### src/rtl/lcd_pkg.sv
// rtl/lcd_pkg.sv - shared LCD geometry defaults, RGB565 colours and scheduler FSM encoding
package lcd_pkg;

    // Default panel geometry (st7735 landscape, 160x80)
    localparam int LCD_WIDTH  = 160;
    localparam int LCD_HEIGHT = 80;

    // RGB565 colour constants
    localparam logic [15:0] RGB_BLACK = 16'h0000;
    localparam logic [15:0] RGB_RED   = 16'hF800;
    localparam logic [15:0] RGB_GREEN = 16'h07E0;
    localparam logic [15:0] RGB_BLUE  = 16'h001F;

    // Scheduler FSM encoding; NEXT is a decision taken inside the SHOW fb cycle,
    // so it has no code of its own
    localparam logic [1:0] ST_IDLE  = 2'd0;
    localparam logic [1:0] ST_SHOW  = 2'd1;
    localparam logic [1:0] ST_BLANK = 2'd2;

endpackage

### src/rtl/lcd_frame_tracker.sv
// rtl/lcd_frame_tracker.sv - frame boundary detect and registered frame_done pulse
//
// Ports:
//   clk, rst_n    clock, synchronous active-low reset
//   x, y          current pixel position from the driver
//   next_pixel    1-clk strobe: pixel (x,y) consumed
//   fb            combinational frame boundary (last pixel of the frame consumed)
//   frame_done    fb delayed by one clock
module lcd_frame_tracker #(
    parameter int WIDTH  = 160,
    parameter int HEIGHT = 80
) (
    input  logic       clk,
    input  logic       rst_n,
    input  logic [7:0] x,
    input  logic [6:0] y,
    input  logic       next_pixel,
    output logic       fb,
    output logic       frame_done
);

    // Out-of-range coordinates can never match, so they never produce an fb
    assign fb = next_pixel && (x == 8'(WIDTH - 1)) && (y == 7'(HEIGHT - 1));

    always_ff @(posedge clk) begin
        if (!rst_n) begin
            frame_done <= 1'b0;
        end else begin
            frame_done <= fb;
        end
    end

endmodule

### src/rtl/lcd_frame_scheduler.sv
// rtl/lcd_frame_scheduler.sv - frame-synchronous RGB565 pattern scheduler for the st7735 driver
//
// Optional feature macro: LCD_SCHED_BLANK_EN (insert one black frame between patterns).
//
// Ports:
//   clk, rst_n     clock, synchronous active-low reset
//   enable         run the scheduler; acted on only at frame boundaries
//   x, y           current pixel position from the driver
//   next_pixel     1-clk strobe: pixel (x,y) consumed
//   pat_color      flat RGB565 sources, source k at [16k+15:16k]
//   dwell_frames   frames per pattern (0 behaves as 1), sampled at reload
//   color          registered RGB565 to the driver
//   pat_sel        index of the active pattern
//   frame_done     1-clk pulse after every frame boundary
//   busy           high while showing or blanking
module lcd_frame_scheduler
    import lcd_pkg::*;
#(
    parameter int NUM_PAT = 4,
    parameter int DWELL_W = 8,
    parameter int WIDTH   = LCD_WIDTH,
    parameter int HEIGHT  = LCD_HEIGHT,
    localparam int PSEL_W = $clog2(NUM_PAT)
) (
    input  logic                  clk,
    input  logic                  rst_n,
    input  logic                  enable,
    input  logic [7:0]            x,
    input  logic [6:0]            y,
    input  logic                  next_pixel,
    input  logic [16*NUM_PAT-1:0] pat_color,
    input  logic [DWELL_W-1:0]    dwell_frames,
    output logic [15:0]           color,
    output logic [PSEL_W-1:0]     pat_sel,
    output logic                  frame_done,
    output logic                  busy
);

    logic [1:0]         state;
    logic [DWELL_W-1:0] dwell_cnt;
    logic [DWELL_W-1:0] dwell_load;
    logic [PSEL_W-1:0]  pat_next;
    logic [15:0]        pat_mux;
    logic               fb;

    lcd_frame_tracker #(
        .WIDTH  (WIDTH),
        .HEIGHT (HEIGHT)
    ) u_tracker (
        .clk        (clk),
        .rst_n      (rst_n),
        .x          (x),
        .y          (y),
        .next_pixel (next_pixel),
        .fb         (fb),
        .frame_done (frame_done)
    );

    assign dwell_load = (dwell_frames == '0) ? DWELL_W'(1) : dwell_frames;

    // Explicit compare so non-power-of-2 pattern counts wrap correctly
    assign pat_next = (pat_sel == PSEL_W'(NUM_PAT - 1)) ? '0 : pat_sel + PSEL_W'(1);

    assign busy = (state != ST_IDLE);

    always_comb begin
        pat_mux = RGB_BLACK;
        for (int k = 0; k < NUM_PAT; k++) begin
            if (pat_sel == PSEL_W'(k)) begin
                pat_mux = pat_color[16*k +: 16];
            end
        end
    end

    always_ff @(posedge clk) begin
        if (!rst_n) begin
            state     <= ST_IDLE;
            color     <= RGB_BLACK;
            pat_sel   <= '0;
            dwell_cnt <= '0;
        end else begin
            color <= (state == ST_SHOW) ? pat_mux : RGB_BLACK;
            if (fb) begin
                case (state)
                    ST_IDLE: begin
                        if (enable) begin
                            state     <= ST_SHOW;
                            dwell_cnt <= dwell_load;
                        end
                    end
                    ST_SHOW: begin
                        // A count of 0 is treated as the last frame so it can never wrap
                        if (dwell_cnt > DWELL_W'(1)) begin
                            dwell_cnt <= dwell_cnt - DWELL_W'(1);
                        end else begin
                            dwell_cnt <= '0;
                            if (!enable) begin
                                state <= ST_IDLE;
                            end else begin
                                pat_sel <= pat_next;
`ifdef LCD_SCHED_BLANK_EN
                                state <= ST_BLANK;
`else
                                dwell_cnt <= dwell_load;
`endif
                            end
                        end
                    end
`ifdef LCD_SCHED_BLANK_EN
                    ST_BLANK: begin
                        if (enable) begin
                            state     <= ST_SHOW;
                            dwell_cnt <= dwell_load;
                        end else begin
                            state <= ST_IDLE;
                        end
                    end
`endif
                    default: state <= ST_IDLE;
                endcase
            end
        end
    end

endmodule

### config.mk
export PLATFORM = sky130hd
export DESIGN_NAME = lcd_frame_scheduler
export DESIGN_NICKNAME = d
export VERILOG_FILES = /design/src/rtl/lcd_pkg.sv /design/src/rtl/lcd_frame_tracker.sv /design/src/rtl/lcd_frame_scheduler.sv
export SDC_FILE = /design/constraint.sdc
export NUM_CORES = 1
export LEC_CHECK = 0
export CAP_MARGIN = 15
export CORE_UTILIZATION = 41
export CTS_BUF_LIST = sky130_fd_sc_hd__clkbuf_16
export DETAILED_ROUTE_END_ITERATION = 7
export PLACE_DENSITY = 0.87
export SLEW_MARGIN = 20
export SYNTH_ARGS = -nofsm -noshare
export SYNTH_HDL_FRONTEND = slang
export SYNTH_SLANG_ARGS = --single-unit
export TNS_END_PERCENT = 1
### constraint.sdc
create_clock -name clk -period 5.4 [get_ports clk]
set_input_delay 1.08 -clock clk [delete_from_list [all_inputs] [get_ports clk]]
set_output_delay 1.08 -clock clk [all_outputs]
set_load 0.03 [all_outputs]
# ---- After elaboration in Yosys (flattened, before gate mapping)
# Index checks and enable logic that the tools add are counted.
dict set report word_totals {
  output_inout_bits 20
  register_bits 29
  in_bits 91
}
dict set report classes {
  magnitude_cmp 1
  addsub 2
  muxes 14
  n_reduce_logical 11
  n_eq_ne 9
  n_bitwise 1
}
# operator count
set ops {}
lappend ops {{$mux 16} 4}
lappend ops {{$mux 8} 4}
lappend ops {{$pmux 8 s2} 1}
lappend ops {{$eq 8x8->1 const B} 1}
lappend ops {{$gt 8x1->1 const B} 1}
lappend ops {{$logic_not 8->1} 1}
lappend ops {{$mux 2} 4}
lappend ops {{$reduce_and 4->1} 2}
lappend ops {{$sub 8x1->8 const B} 1}
lappend ops {{$eq 7x7->1 const B} 1}
lappend ops {{$ne 2x2->1 const B} 3}
lappend ops {{$eq 2x1->1 const B} 2}
lappend ops {{$eq 2x2->1 const B} 2}
lappend ops {{$logic_not 2->1} 2}
lappend ops {{$pmux 2 s2} 1}
lappend ops {{$reduce_bool 2->1} 2}
lappend ops {{$reduce_and 3->1} 1}
lappend ops {{$add 2x1->2 const B} 1}
lappend ops {{$logic_and 1x1->1} 2}
lappend ops {{$reduce_and 2->1} 1}
lappend ops {{$not 1->1} 1}

# ---- Logic depth before layout (Yosys ltp)
dict set report logic_depth {
  word_depth 5
  mapped_depth 7
  depth_no_buf 6
}

# ---- Modules after synthesis
# A second synthesis with hierarchy kept.
dict set report unflattened {
  hier_cells 233
  hier_area_um2 1838.0
}
# mod area_each_um2 instances cells_per_inst seq_area_each_um2
set modules_own_cells {}
lappend modules_own_cells {lcd_frame_scheduler 1764.2 1 226 540.5}
lappend modules_own_cells {lcd_frame_tracker 73.8 1 7 20.0}

# ---- Least setup slack after synthesis
# OpenSTA, ideal clock, no wires.
dict set report synth_timing {
  path_type {input to register}
  startpoint {input port x[6]}
  endpoint {register dwell_cnt[2]}
  slack_ns 3.030
  path_stages 5
  path_buffers 1
  arrival_time_ns 2.295
  path_cell_list {nand4bb_1 or3_1 clkbuf_1 or3_1 o22ai_1}
}
dict set report synth_between {
  elab_chain_len 4
}
# item line
set synth_lines {}
lappend synth_lines {{start: declaration} lcd_frame_scheduler.sv:28} ;# input logic [7:0] x,
lappend synth_lines {{$eq 8x8->1} lcd_frame_tracker.sv:23} ;# assign fb = next_pixel && (x == 8'(WIDTH - 1)) && (y == 7'(HEIGHT - 1));
lappend synth_lines {{$logic_and 1x1->1 (2 in a row)} lcd_frame_tracker.sv:23}
lappend synth_lines {{$reduce_and 3->1 (no source line)} --}
lappend synth_lines {{end signal: assignment} lcd_frame_scheduler.sv:88} ;# dwell_cnt <= dwell_load;
lappend synth_lines {{end signal: assignment} lcd_frame_scheduler.sv:94} ;# dwell_cnt <= dwell_cnt - DWELL_W'(1);
lappend synth_lines {{end signal: assignment} lcd_frame_scheduler.sv:104} ;# dwell_cnt <= dwell_load;
lappend synth_lines {{end: declaration} lcd_frame_scheduler.sv:40} ;# logic [DWELL_W-1:0] dwell_cnt;
# No other way between the ends.
# A chain may end at the register's enable or synchronous reset.

# ---- Worst setup path after layout
dict set report layout_timing {
  startpoint {register state[0]}
  endpoint {output port busy}
}
dict set report layout_between {
  elab_chain_len 1
}
# item line
set layout_lines {}
lappend layout_lines {{start: declaration} lcd_frame_scheduler.sv:39} ;# logic [1:0] state;
lappend layout_lines {{start signal: assignment} lcd_frame_scheduler.sv:77} ;# state <= ST_IDLE;
lappend layout_lines {{start signal: assignment} lcd_frame_scheduler.sv:87} ;# state <= ST_SHOW;
lappend layout_lines {{start signal: assignment} lcd_frame_scheduler.sv:98} ;# state <= ST_IDLE;
lappend layout_lines {{$reduce_bool 2->1} lcd_frame_scheduler.sv:64} ;# assign busy = (state != ST_IDLE);
lappend layout_lines {{end: declaration} lcd_frame_scheduler.sv:36} ;# output logic busy
# No other way between the ends.

==> insert_results.sql <==
INSERT INTO impl_metrics (metric_group, metric, value, unit) VALUES
('status', 'outcome', 'finished, final reports clean', ''),
('power_and_ir_drop', 'combPwrFrac', '0.179', ''),
('timing', 'hold-worst-slack', '519', 'ps'),
('clock_tree', 'cts.repair_timing.setup_buffer_count', '0', ''),
('critical_path', 'timing.setup.critical_path_class', 'reg -> out', ''),
('layout', 'antenna_cells_inserted', '0', ''),
('yosys', 'synth_ff_type', 'dfxtp_1', ''),
('layout', 'post_layout_utilization_of_the_core', '0.703', ''),
('flow_run', 'max_cap_viol_count', '0', ''),
('critical_path', 'worst_setup_path_start_kind', 'flop', ''),
('route', 'drt_iter0_markers', '136', ''),
('yosys', 'netlist-cell-type-count', '44', ''),
('power_and_ir_drop', 'pwr_density_cell', '168', 'nW/um^2'),
('yosys', 'netlist.area_leader.share', '0.299', ''),
('clock_tree', 'number_of_h_tree_levels', '1', ''),
('floorplanning', 'floorplan.initialDensity', '0.428', ''),
('route', 'routed_wire_length_per_instance', '15.6', 'um'),
('yosys', 'syn-num-nets', '327', ''),
('global_routing', 'antenna_found_initial', '0', ''),
('floorplanning', 'floorplan.io_pins', '111', ''),
('global_routing', 'first_pass_grt_wire_length', '9500', 'um'),
('layout', 'most-common-layout-cells', 'clkdlybuf4s50_1, dfxtp_1, nand2_1', ''),
('power_and_ir_drop', 'internal-power', '0.424', 'mW'),
('timing', 'timing.setup.tns', '0', 'ps'),
('worst_hold_path', 'timing.hold.worst_path_depth', '2', ''),
('power_and_ir_drop', 'irDropWorstVdd', '0.130', 'mV'),
('placed_design', 'dp_hpwl', '4480', 'um'),
('floorplanning', 'die_area', '4850', 'um^2'),
('yosys', 'synth_area', '1880', 'um^2'),
('route', 'remaining_drc_errors', '0', ''),
('layout', 'final_layout_size_suffix_gt1_frac', '0.0550', ''),
('route', 'totalWireLength', '5930', 'um'),
('critical_path', 'crit_path_end_kind', 'primary output', ''),
('critical_path', 'ff_to_ff_path_depth', '5', ''),
('power_and_ir_drop', 'power.net_switching', '0.0938', 'mW'),
('worst_hold_path', 'timing.hold.worst.start', 'dwell_cnt[6]', ''),
('timing', 'final_min_period_over_clock_period', '0.532', ''),
('route', 'detail_route.first_pass.iterations', '4', ''),
('clock_tree', 'path_clk_slew', '70', 'ps'),
('global_routing', 'pin_count_of_the_biggest_net_entering_global_routing', '34', ''),
('placed_design', 'routability_congestion_estimate_from_global_placement', '0.914', ''),
('critical_path', 'crit_path_top_delay_cell', 'clkdlybuf4s50_1', ''),
('power_and_ir_drop', 'p_sw_frac', '0.181', ''),
('global_routing', 'grt_overflow', '0', ''),
('global_routing', 'first_global_vias', '2031', ''),
('clock_tree', 'cts_hold_buf', '0', ''),
('timing', 'drv_slew', '0', ''),
('floorplanning', 'die_height', '69.7', 'um'),
('timing', 'tightestPinTransition', '1050', 'ps'),
('yosys', 'synth_sequential_area_ratio', '0.299', ''),
('layout', 'final_common_cell', 'clkdlybuf4s50_1', ''),
('worst_hold_path', 'hold_path_end', 'dwell_cnt[6]', ''),
('timing', 'timing.clock.skew', '2.89', 'ps'),
('global_routing', 'globalRouteTotalUtil', '0.242', ''),
('yosys', 'syn_inst', '230', ''),
('worst_hold_path', 'hold_class', 'reg -> reg', ''),
('timing', 'timing.fmax', '348', 'MHz'),
('critical_path', 'worst_r2r_startpoint', 'pat_sel[0]', ''),
('route', 'route.antenna.remaining_nets', '0', ''),
('timing', 'slew_headroom', '0.303', ''),
('clock_tree', 'cts.sinks', '28', ''),
('yosys', 'synth_edf_count', '0', ''),
('layout', 'area_growth_syn_to_layout', '64.2', '%'),
('critical_path', 'r2r_setup_slack', '3220', 'ps'),
('layout', 'finish.net_count', '425', ''),
('route', 'avgViaCountPerCell', '5.62', ''),
('clock_tree', 'number_of_clock_buffers_inserted_by_tritoncts', '3', ''),
('clock_tree', 'insertion_delay', '260', 'ps'),
('placed_design', 'place_ws', '2510', 'ps'),
('power_and_ir_drop', 'power.share.sequential', '0.398', ''),
('floorplanning', 'die_width', '69.7', 'um');
## logic make-up (layout without fill, tap and decap cells)
kind of cell	count (synthesis)	count (layout)	share of synthesized area
flip-flops	28	28	0.299
AO/OA/AOI/OAI	78	78	0.325
buffers and inverters	41	138	0.0860
AND/OR/NAND/NOR	75	75	0.239
adder cells (fa/ha/maj)	6	6	0.0400
multiplexers	2	2	0.0107
## through the flow
stage	area, um^2	std cells
2_1_floorplan	1880	230
3_3_place_gp	2970	375
3_5_place_dp	2970	375
4_1_cts	3080	379
5_1_grt	3080	379
6_report	3080	379
## synth_stat cells (2+ instances only)
master and n:
o22ai_1 3, or3_1 5, mux2i_1 2, nand4_1 2, or3_4 2, a311oi_1 4
a211o_1 16, clkbuf_1 16, ha_1 6, or3_2 2, or4_1 2, a221oi_1 16
a31o_2 2, o2bb2ai_1 3, a21oi_1 19, nor2b_1 16, nor2_1 5, a32oi_1 3
dfxtp_1 28, o211ai_1 2, a41oi_1 2, nor4_1 3, inv_1 24, nand2_1 27
## final cells by class
type	count	area [um^2]	area share
Tap cell	52	65.1	0.0211
Clock inverter	1	30.0	0.00974
Clock buffer	3	75.1	0.0244
Sequential cell	28	561	0.182
Timing Repair Buffer	110	1100	0.357
Multi-Input combinational cell	161	1160	0.376
Inverter	24	90.1	0.0292
## metal layers
| metal | global-route usage | part of all wire | wire length (um) | up-vias |
|---|---|---|---|---|
| met5 | 0 | 0 | 0 | - |
| met4 | 0.0800 | 0.022 | 128 | 0 |
| met3 | 0.0436 | 0.066 | 390 | 13 |
| met2 | 0.429 | 0.50 | 2960 | 93 |
| met1 | 0.293 | 0.41 | 2460 | 976 |
| li1 | - | - | - | 1049 |
## tightest hold or removal path, cell delays in order, from the launching register on
cell and delay [ps]:
dfxtp_1 350, nand2_1 70, o22ai_1 50
## power by group through the flow
stage / Sequential (mW) / Clock, mW / Combinational (mW)
finish: 0.206 / 0.219 / 0.0927
detailed placement: 0.211 / 0 / 0.0922
floorplan: 0.211 / 0 / 0.0226
global placement: 0.211 / 0 / 0.0906
global route: 0.206 / 0.231 / 0.0993
CTS: 0.206 / 0.222 / 0.0929
## registers in the layout, indices dropped and copies added, names as in the netlist
signal                flops
state                     1
color                    16
u_tracker.frame_done      1
dwell_cnt                 8
pat_sel                   2
## worst max path at each step
| stage | to | from | slack, ps | cells after the start |
|---|---|---|---|---|
| after floorplan | dwell_cnt[2] | x[6] | 3030 | 5 |
| after global placement | dwell_cnt[2] | y[1] | 2560 | 5 |
| after detailed placement | dwell_cnt[3] | y[1] | 2510 | 5 |
| after global routing | busy | state[0] | 2450 | 1 |
| final | busy | state[0] | 2530 | 1 |
| after CTS | busy | state[0] | 2550 | 1 |
Note: power is estimated with default switching activity, not from simulation.
